`config.mk`:
```
export PLATFORM = sky130hd
export DESIGN_NAME = wb_arbiter
export DESIGN_NICKNAME = d
export VERILOG_FILES = /design/src/rtl/wb_arbiter.sv
export SDC_FILE = /design/constraint.sdc
export NUM_CORES = 1
export LEC_CHECK = 0
export CORE_ASPECT_RATIO = 1.1
export CORE_MARGIN = 4
export CORE_UTILIZATION = 39
export DETAILED_ROUTE_END_ITERATION = 7
export GPL_ROUTABILITY_DRIVEN = 0
export HOLD_SLACK_MARGIN = 0.08
export PLACE_DENSITY = 0.81
export SKIP_CTS_REPAIR_TIMING = 1
export SKIP_LAST_GASP = 1
export SYNTH_ARGS = -nofsm -noshare
export SYNTH_HDL_FRONTEND = slang
export SYNTH_SLANG_ARGS = --single-unit
```
`constraint.sdc`:
```
create_clock -name clk -period 1.7 [get_ports clk]
set_input_delay 0.51 -clock clk [delete_from_list [all_inputs] [get_ports clk]]
set_output_delay 0.51 -clock clk [all_outputs]
set_load 0.05 [all_outputs]
```
`src/rtl/wb_arbiter.sv`:
```
// Purpose: shares one register-file write port between ALU and load writebacks and tracks in-flight destinations.
// Latency: a transfer on edge N drives reg_write/wr_rd/wr_data during cycle N+1; pending clears on the commit edge.
// Backpressure: the loser of a collision sees ready low and must hold rd/data; nothing unaccepted is captured here.
module wb_arbiter #(
    parameter int XLEN = 64
) (
    input  logic            clk,
    input  logic            reset_n,
    input  logic            alu_valid,
    output logic            alu_ready,
    input  logic [4:0]      alu_rd,
    input  logic [XLEN-1:0] alu_data,
    input  logic            mem_valid,
    output logic            mem_ready,
    input  logic [4:0]      mem_rd,
    input  logic [XLEN-1:0] mem_data,
    input  logic            issue_valid,
    input  logic [4:0]      issue_rd,
    output logic            reg_write,
    output logic [4:0]      wr_rd,
    output logic [XLEN-1:0] wr_data,
    output logic [31:0]     pending
);

    // Priority pointer: 0 favours MEM, 1 favours ALU on a collision.
    logic            prio_q;
    logic            xfer;
    logic [4:0]      sel_rd;
    logic [XLEN-1:0] sel_data;
    logic [31:0]     pending_nxt;

    // Grants are purely combinational so a lone requester goes through in the same cycle.
    // Gating with reset_n keeps both readies low while the block is held in reset.
    assign alu_ready = reset_n & alu_valid & (~mem_valid | prio_q);
    assign mem_ready = reset_n & mem_valid & (~alu_valid | ~prio_q);
    assign xfer      = alu_ready | mem_ready;

    // Select the winning requester's payload for the output register.
    always_comb begin
        sel_rd   = mem_rd;
        sel_data = mem_data;
        if (alu_ready) begin
            sel_rd   = alu_rd;
            sel_data = alu_data;
        end
    end

    // Scoreboard next state: commit clears first, issue sets last so a newer producer wins.
    always_comb begin
        pending_nxt = pending;
        if (reg_write) begin
            pending_nxt[wr_rd] = 1'b0;
        end
        if (issue_valid && (issue_rd != 5'd0)) begin
            pending_nxt[issue_rd] = 1'b1;
        end
        pending_nxt[0] = 1'b0;
    end

    // Registered write stage and round-robin pointer; rd=0 is accepted but never written.
    always_ff @(posedge clk or negedge reset_n) begin
        if (!reset_n) begin
            reg_write <= 1'b0;
            wr_rd     <= 5'd0;
            wr_data   <= '0;
            prio_q    <= 1'b0;
        end else if (xfer) begin
            reg_write <= (sel_rd != 5'd0);
            wr_rd     <= sel_rd;
            wr_data   <= sel_data;
            prio_q    <= ~alu_ready;
        end else begin
            reg_write <= 1'b0;
        end
    end

    // In-flight destination scoreboard.
    always_ff @(posedge clk or negedge reset_n) begin
        if (!reset_n) begin
            pending <= 32'd0;
        end else begin
            pending <= pending_nxt;
        end
    end

endmodule

```
======== Yosys cells after proc, flatten, opt, wreduce, memory -nomap -nowiden ========
Cells that the tools add are included.
word-level totals
  input port bits ......................... 148
  register bits after elaboration ......... 102
  output and inout port bits .............. 104
  logic and storage cells ................. 37
cells by class
  muxes and demuxes ....................... 9
  reductions and logical operators ........ 5
  $lt $le $gt $ge ......................... 4
  bitwise operators ....................... 14
operator list
  operator            count
  $mux 32             2
  $mux 64             1
  $and 32x32->32      1
  $not 32->32         1
  $or 32x32->32       1
  $lt 5x6->1 const B  2
  $demux 1 s5         2
  $ge 5x1->1 const B  2
  $reduce_bool 5->1   2
  $mux 5              1
  $and 1x1->1         4
  $not 1->1           4
  $logic_and 1x1->1   3
  $mux 1              3
  $or 1x1->1          3

======== Longest topological paths before layout ========
Gate-level depths: netlist (run 1).
  depth after elaboration ................. 9
  mapped depth ............................ 5
  depth with buffers taken out ............ 3

======== Worst setup path after synthesis (run 1) ========
No wires, ideal clock.
  path kind ............................... input to output
  start point ............................. input alu_valid
  end point ............................... output mem_ready
  slack ................................... -0.294 ns
  buffers on the path ..................... 1
  data arrival time ....................... 1.484 ns
  required time ........................... 1.190 ns
  stages .................................. 3
  path through ............................ and2_1 buf_4 nor2_1
between the ends
  word-level cells in the longest chain between the ends .. 3
RTL lines
  item         RTL line  RTL
  from (decl)  9         input logic alu_valid,
  $not 1->1    35        assign mem_ready = reset_n & mem_valid & (~alu_valid | ~prio_q);
  $or 1x1->1   35
  $and 1x1->1  35
  to (decl)    14        output logic mem_ready,
Every way passes these cells.

======== Final worst setup path (run 1) ========
  start point ............................. register prio_q
  end point ............................... output mem_ready
between the ends
  word-level cells in the longest chain between the ends .. 3
RTL lines
  item                    RTL line  RTL
  from (decl)             26        logic prio_q;
  from (signal assigned)  71        prio_q <= ~alu_ready;
  $not 1->1               35
  $or 1x1->1              35
  $and 1x1->1             35
Every way passes these cells.

==> impl_metrics.py, run 1 <==
metrics = {
    "synth": {
        "synthesis.area_per_instance_um2": 9.93,
        "ys_seq_elements": 102,
        "synth.lib_cells_used.distinct": 23,
        "yosys_warnings": 0,
        "synthCells": 459,
        "synth.top_cells.by_area": "sky130_fd_sc_hd__dfrtp_1, sky130_fd_sc_hd__o32ai_1, sky130_fd_sc_hd__nor3_1",
        "sequential_element_share_of_the_synthesized_area": 0.560,
        "postSynthNetCount": 607,
        "synth_area_leader_cell": "sky130_fd_sc_hd__dfrtp_1",
        "mappedNetlistArea_um2": 4560,
        "netlist.area_leader.share": 0.560,
    },
    "cells_and_area": {
        "syn2layout_area_growth_pct": 90.6,
        "multi_input_comb_area_um2": 1840,
        "register_area_um2": 2550,
        "final_nets": 861,
        "layout-drive-gt1-share": 0.219,
        "finish.instance_area_um2": 8690,
        "utilization": 0.759,
        "filler_cell_count": 727,
    },
    "setup_path": {
        "timing.critical_path.fanout_max": 4,
        "worstPathArrival_ns": 1.22,
        "crit_type": "register to primary output",
        "worst_r2r_path_depth": 3,
        "critical_path.startpoint_type": "register",
        "worst_ep_required_time_ns": 1.19,
        "setup.worst_path.end_class": "primary output",
    },
    "floorplanning": {
        "die_area_um2": 13500,
        "coreArea_um2": 11400,
        "die_width_um": 111,
        "initial_util": 0.398,
        "floorplan.rows": 41,
        "pin_count": 252,
        "die_height_um": 121,
    },
    "global_routing": {
        "gr-usage-met3": 0.0773,
        "grt_first_pass_wirelength_um": 28300,
        "grt.met2_usage": 0.470,
        "overall_global_routing_resource_usage": 0.263,
        "grt_max_degree": 64,
        "globalRouteMet1Util": 0.299,
        "first_global_vias": 5268,
        "grt_overflow_total": 0,
        "globalRoute.busiestLayer": "met2",
        "initial_antenna_violation_count": 1,
    },
    "timing": {
        "worst_slack_ns": -0.0322,
        "layout_min_cycle_time_ns": 1.73,
        "grt_setup_unrepaired": "yes",
        "slew_headroom": 0.459,
        "timing.final.hold_violations": 0,
        "final.setup_skew_ns": 0.00670,
        "max_freq_mhz": 577,
        "setup_viol": 1,
        "finalMaxSlewViolations": 0,
        "final_cycle_share": 1.02,
        "tightest_pin_transition_ns": 0.811,
    },
    "run_status": {
        "status": "finished with violations",
        "failed_checks": "setup timing",
    },
    "drt": {
        "drt-pass1-iter-count": 4,
        "route.final.wire_length_um": 18000,
        "route.vias.total": 4997,
        "detail_route.wl_per_cell_um": 20.8,
        "drtIter0Drc": 324,
        "drc_errors": 0,
        "ant_nets": 0,
        "post_drt_via_cell_ratio": 5.76,
    },
    "cts": {
        "clock-root-buffer": "sky130_fd_sc_hd__clkbuf_16",
        "clk_transition_reported_paths_ns": 0.07,
        "ctsLongestPathBuffers": 2,
        "worst_skew_pair.late_latency_ns": 0.33,
        "htree_levels": 3,
        "tritoncts": "yes",
        "cts_inserted_buffers": 9,
        "clock_sink_count": 102,
    },
    "placed_design": {
        "placed_area_um2": 8380,
        "dp_hpwl_um": 13700,
        "placement.io_buffers": 250,
    },
    "power_and_ir_drop": {
        "power.density_cell_area_nw_per_um2": 1360,
        "cellLeakagePower_nw": 3.44,
        "vdd_ir_drop_max_v": 0.000812,
    },
    "worst_hold_path": {
        "timing.hold.worst.class": "primary input to asynchronous set/reset pin",
    },
    "job": {
        "max_cap_viol_count": 0,
    },
}
report_power, final:
group / leakage [nW] / internal, mW / switching, mW
logic: 2.21 / 2.93 / 3.19
clock network: 0.133 / 1.13 / 0.836
registers: 1.10 / 3.01 / 0.716
area by class of cell:
type / instances / share of cell area
antenna: 1 / 0.000288
clock buffer: 12 / 0.0272
clock inverter: 2 / 0.00403
multi-input combinational: 319 / 0.212
sequential: 102 / 0.294
tap: 150 / 0.0216
timing repair buffer: 281 / 0.441
logic make-up (layout without fill, tap and decap cells):
logic type / after synthesis / count (layout) / share of synthesized area
simple gates: 179 / 179 / 0.188
compound gates: 139 / 139 / 0.208
flops: 102 / 102 / 0.560
buf+inv: 38 / 295 / 0.0428
other cells: 1 / 2 / 0.000823
cells in the mapped netlist, drive strengths merged:
| library cell | instances |
|---|---|
| a22o | 1 |
| a31oi | 5 |
| and2 | 2 |
| buf | 34 |
| clkbuf | 4 |
| conb | 1 |
| dfrtp | 102 |
| nand2 | 7 |
| nand2b | 1 |
| nand3 | 9 |
| nand3b | 10 |
| nor2 | 75 |
| nor2b | 1 |
| nor3 | 66 |
| o21a | 1 |
| o21ai | 68 |
| o32ai | 64 |
| or3 | 2 |
| or3b | 6 |
sequential cells by signal, summed over array words and instances (netlist names):
register,count
reg_write,1
pending,31
wr_data,64
prio_q,1
wr_rd,5
path summary, 6_finish.rpt:
kind | start | end | slack [ns]
setup / recovery | prio_q$_DFFE_PN0P_ | mem_ready | -0.03
hold / removal | reset_n | wr_data[9]$_DFFE_PN0P_ | 0.21
setup reg to reg | wr_rd[1]$_DFFE_PN0P_ | pending[25]$_DFF_PN0_ | 0.21
hold reg to reg | pending[10]$_DFF_PN0_ | pending[10]$_DFF_PN0_ | 0.58
max in group asynchronous | reset_n | prio_q$_DFFE_PN0P_ | 0.72
min in group clk | pending[10]$_DFF_PN0_ | pending[10]$_DFF_PN0_ | 0.58
cells in the final DEF, fill, tap and decap left out, types with 2 or more instances in the layout:
master,instances
sky130_fd_sc_hd__clkbuf_1,3
sky130_fd_sc_hd__or3_1,2
sky130_fd_sc_hd__o32ai_1,64
sky130_fd_sc_hd__nand3_1,9
sky130_fd_sc_hd__o21ai_0,38
sky130_fd_sc_hd__nand3b_1,10
sky130_fd_sc_hd__nor2_4,2
sky130_fd_sc_hd__clkbuf_16,9
sky130_fd_sc_hd__clkdlybuf4s50_1,144
sky130_fd_sc_hd__a31oi_1,5
sky130_fd_sc_hd__nor3_1,66
sky130_fd_sc_hd__dfrtp_1,101
sky130_fd_sc_hd__nand2_1,5
sky130_fd_sc_hd__dlymetal6s2s_1,2
sky130_fd_sc_hd__o21ai_1,30
sky130_fd_sc_hd__nor2_1,73
sky130_fd_sc_hd__or3b_1,3
sky130_fd_sc_hd__or3b_4,3
sky130_fd_sc_hd__buf_4,27
sky130_fd_sc_hd__nand2_2,2
sky130_fd_sc_hd__buf_12,108
layer usage:
layer,vias up,routed length [µm]
met2,281,9390
met3,43,1510
met4,0,600
met1,2434,6520
met5,-,0
li1,2239,-
critical path: stages, from the launching register on:
cell	delay, ns
sky130_fd_sc_hd__dfrtp_2	0.44
sky130_fd_sc_hd__and2_4	0.19
sky130_fd_sc_hd__nor2_4	0.11
sky130_fd_sc_hd__buf_12	0.15
per-stage QoR:
step	total power [mW]	std cells	hold slack [ns]	TNS, ns	worst slack, ns
3_5_place_dp	9.88	850	0.562	-16.40	-0.376
2_1_floorplan	6.22	459	0.214	-0.0565	-0.0565
4_1_cts	11.9	864	0.202	-0.663	-0.377
3_3_place_gp	9.69	850	0.547	-13.53	-0.345
5_1_grt	12.2	867	0.219	-0.0634	-0.0634
6_report	11.8	867	0.211	-0.0322	-0.0322
No activity file was read; power rests on OpenSTA's default activity.
==> inputs of run 2 (changes only) <==
--- a/config.mk
+++ b/config.mk
@@ -8,6 +8,7 @@
 export CORE_ASPECT_RATIO = 1.1
 export CORE_MARGIN = 4
 export CORE_UTILIZATION = 39
+export CTS_CLUSTER_SIZE = 28
 export DETAILED_ROUTE_END_ITERATION = 7
 export GPL_ROUTABILITY_DRIVEN = 0
 export HOLD_SLACK_MARGIN = 0.08
==> results of run 2 <==
Same layout as run 1: the final DEF is identical, and so are final timing and power.
==> inputs of run 3 (changes only) <==
--- a/config.mk
+++ b/config.mk
@@ -15,6 +15,7 @@
 export PLACE_DENSITY = 0.81
 export SKIP_CTS_REPAIR_TIMING = 1
 export SKIP_LAST_GASP = 1
+export SLEW_MARGIN = 15
 export SYNTH_ARGS = -nofsm -noshare
 export SYNTH_HDL_FRONTEND = slang
 export SYNTH_SLANG_ARGS = --single-unit
==> results of run 3 <==
Same layout as run 1: the final DEF is identical, and so are final timing and power.
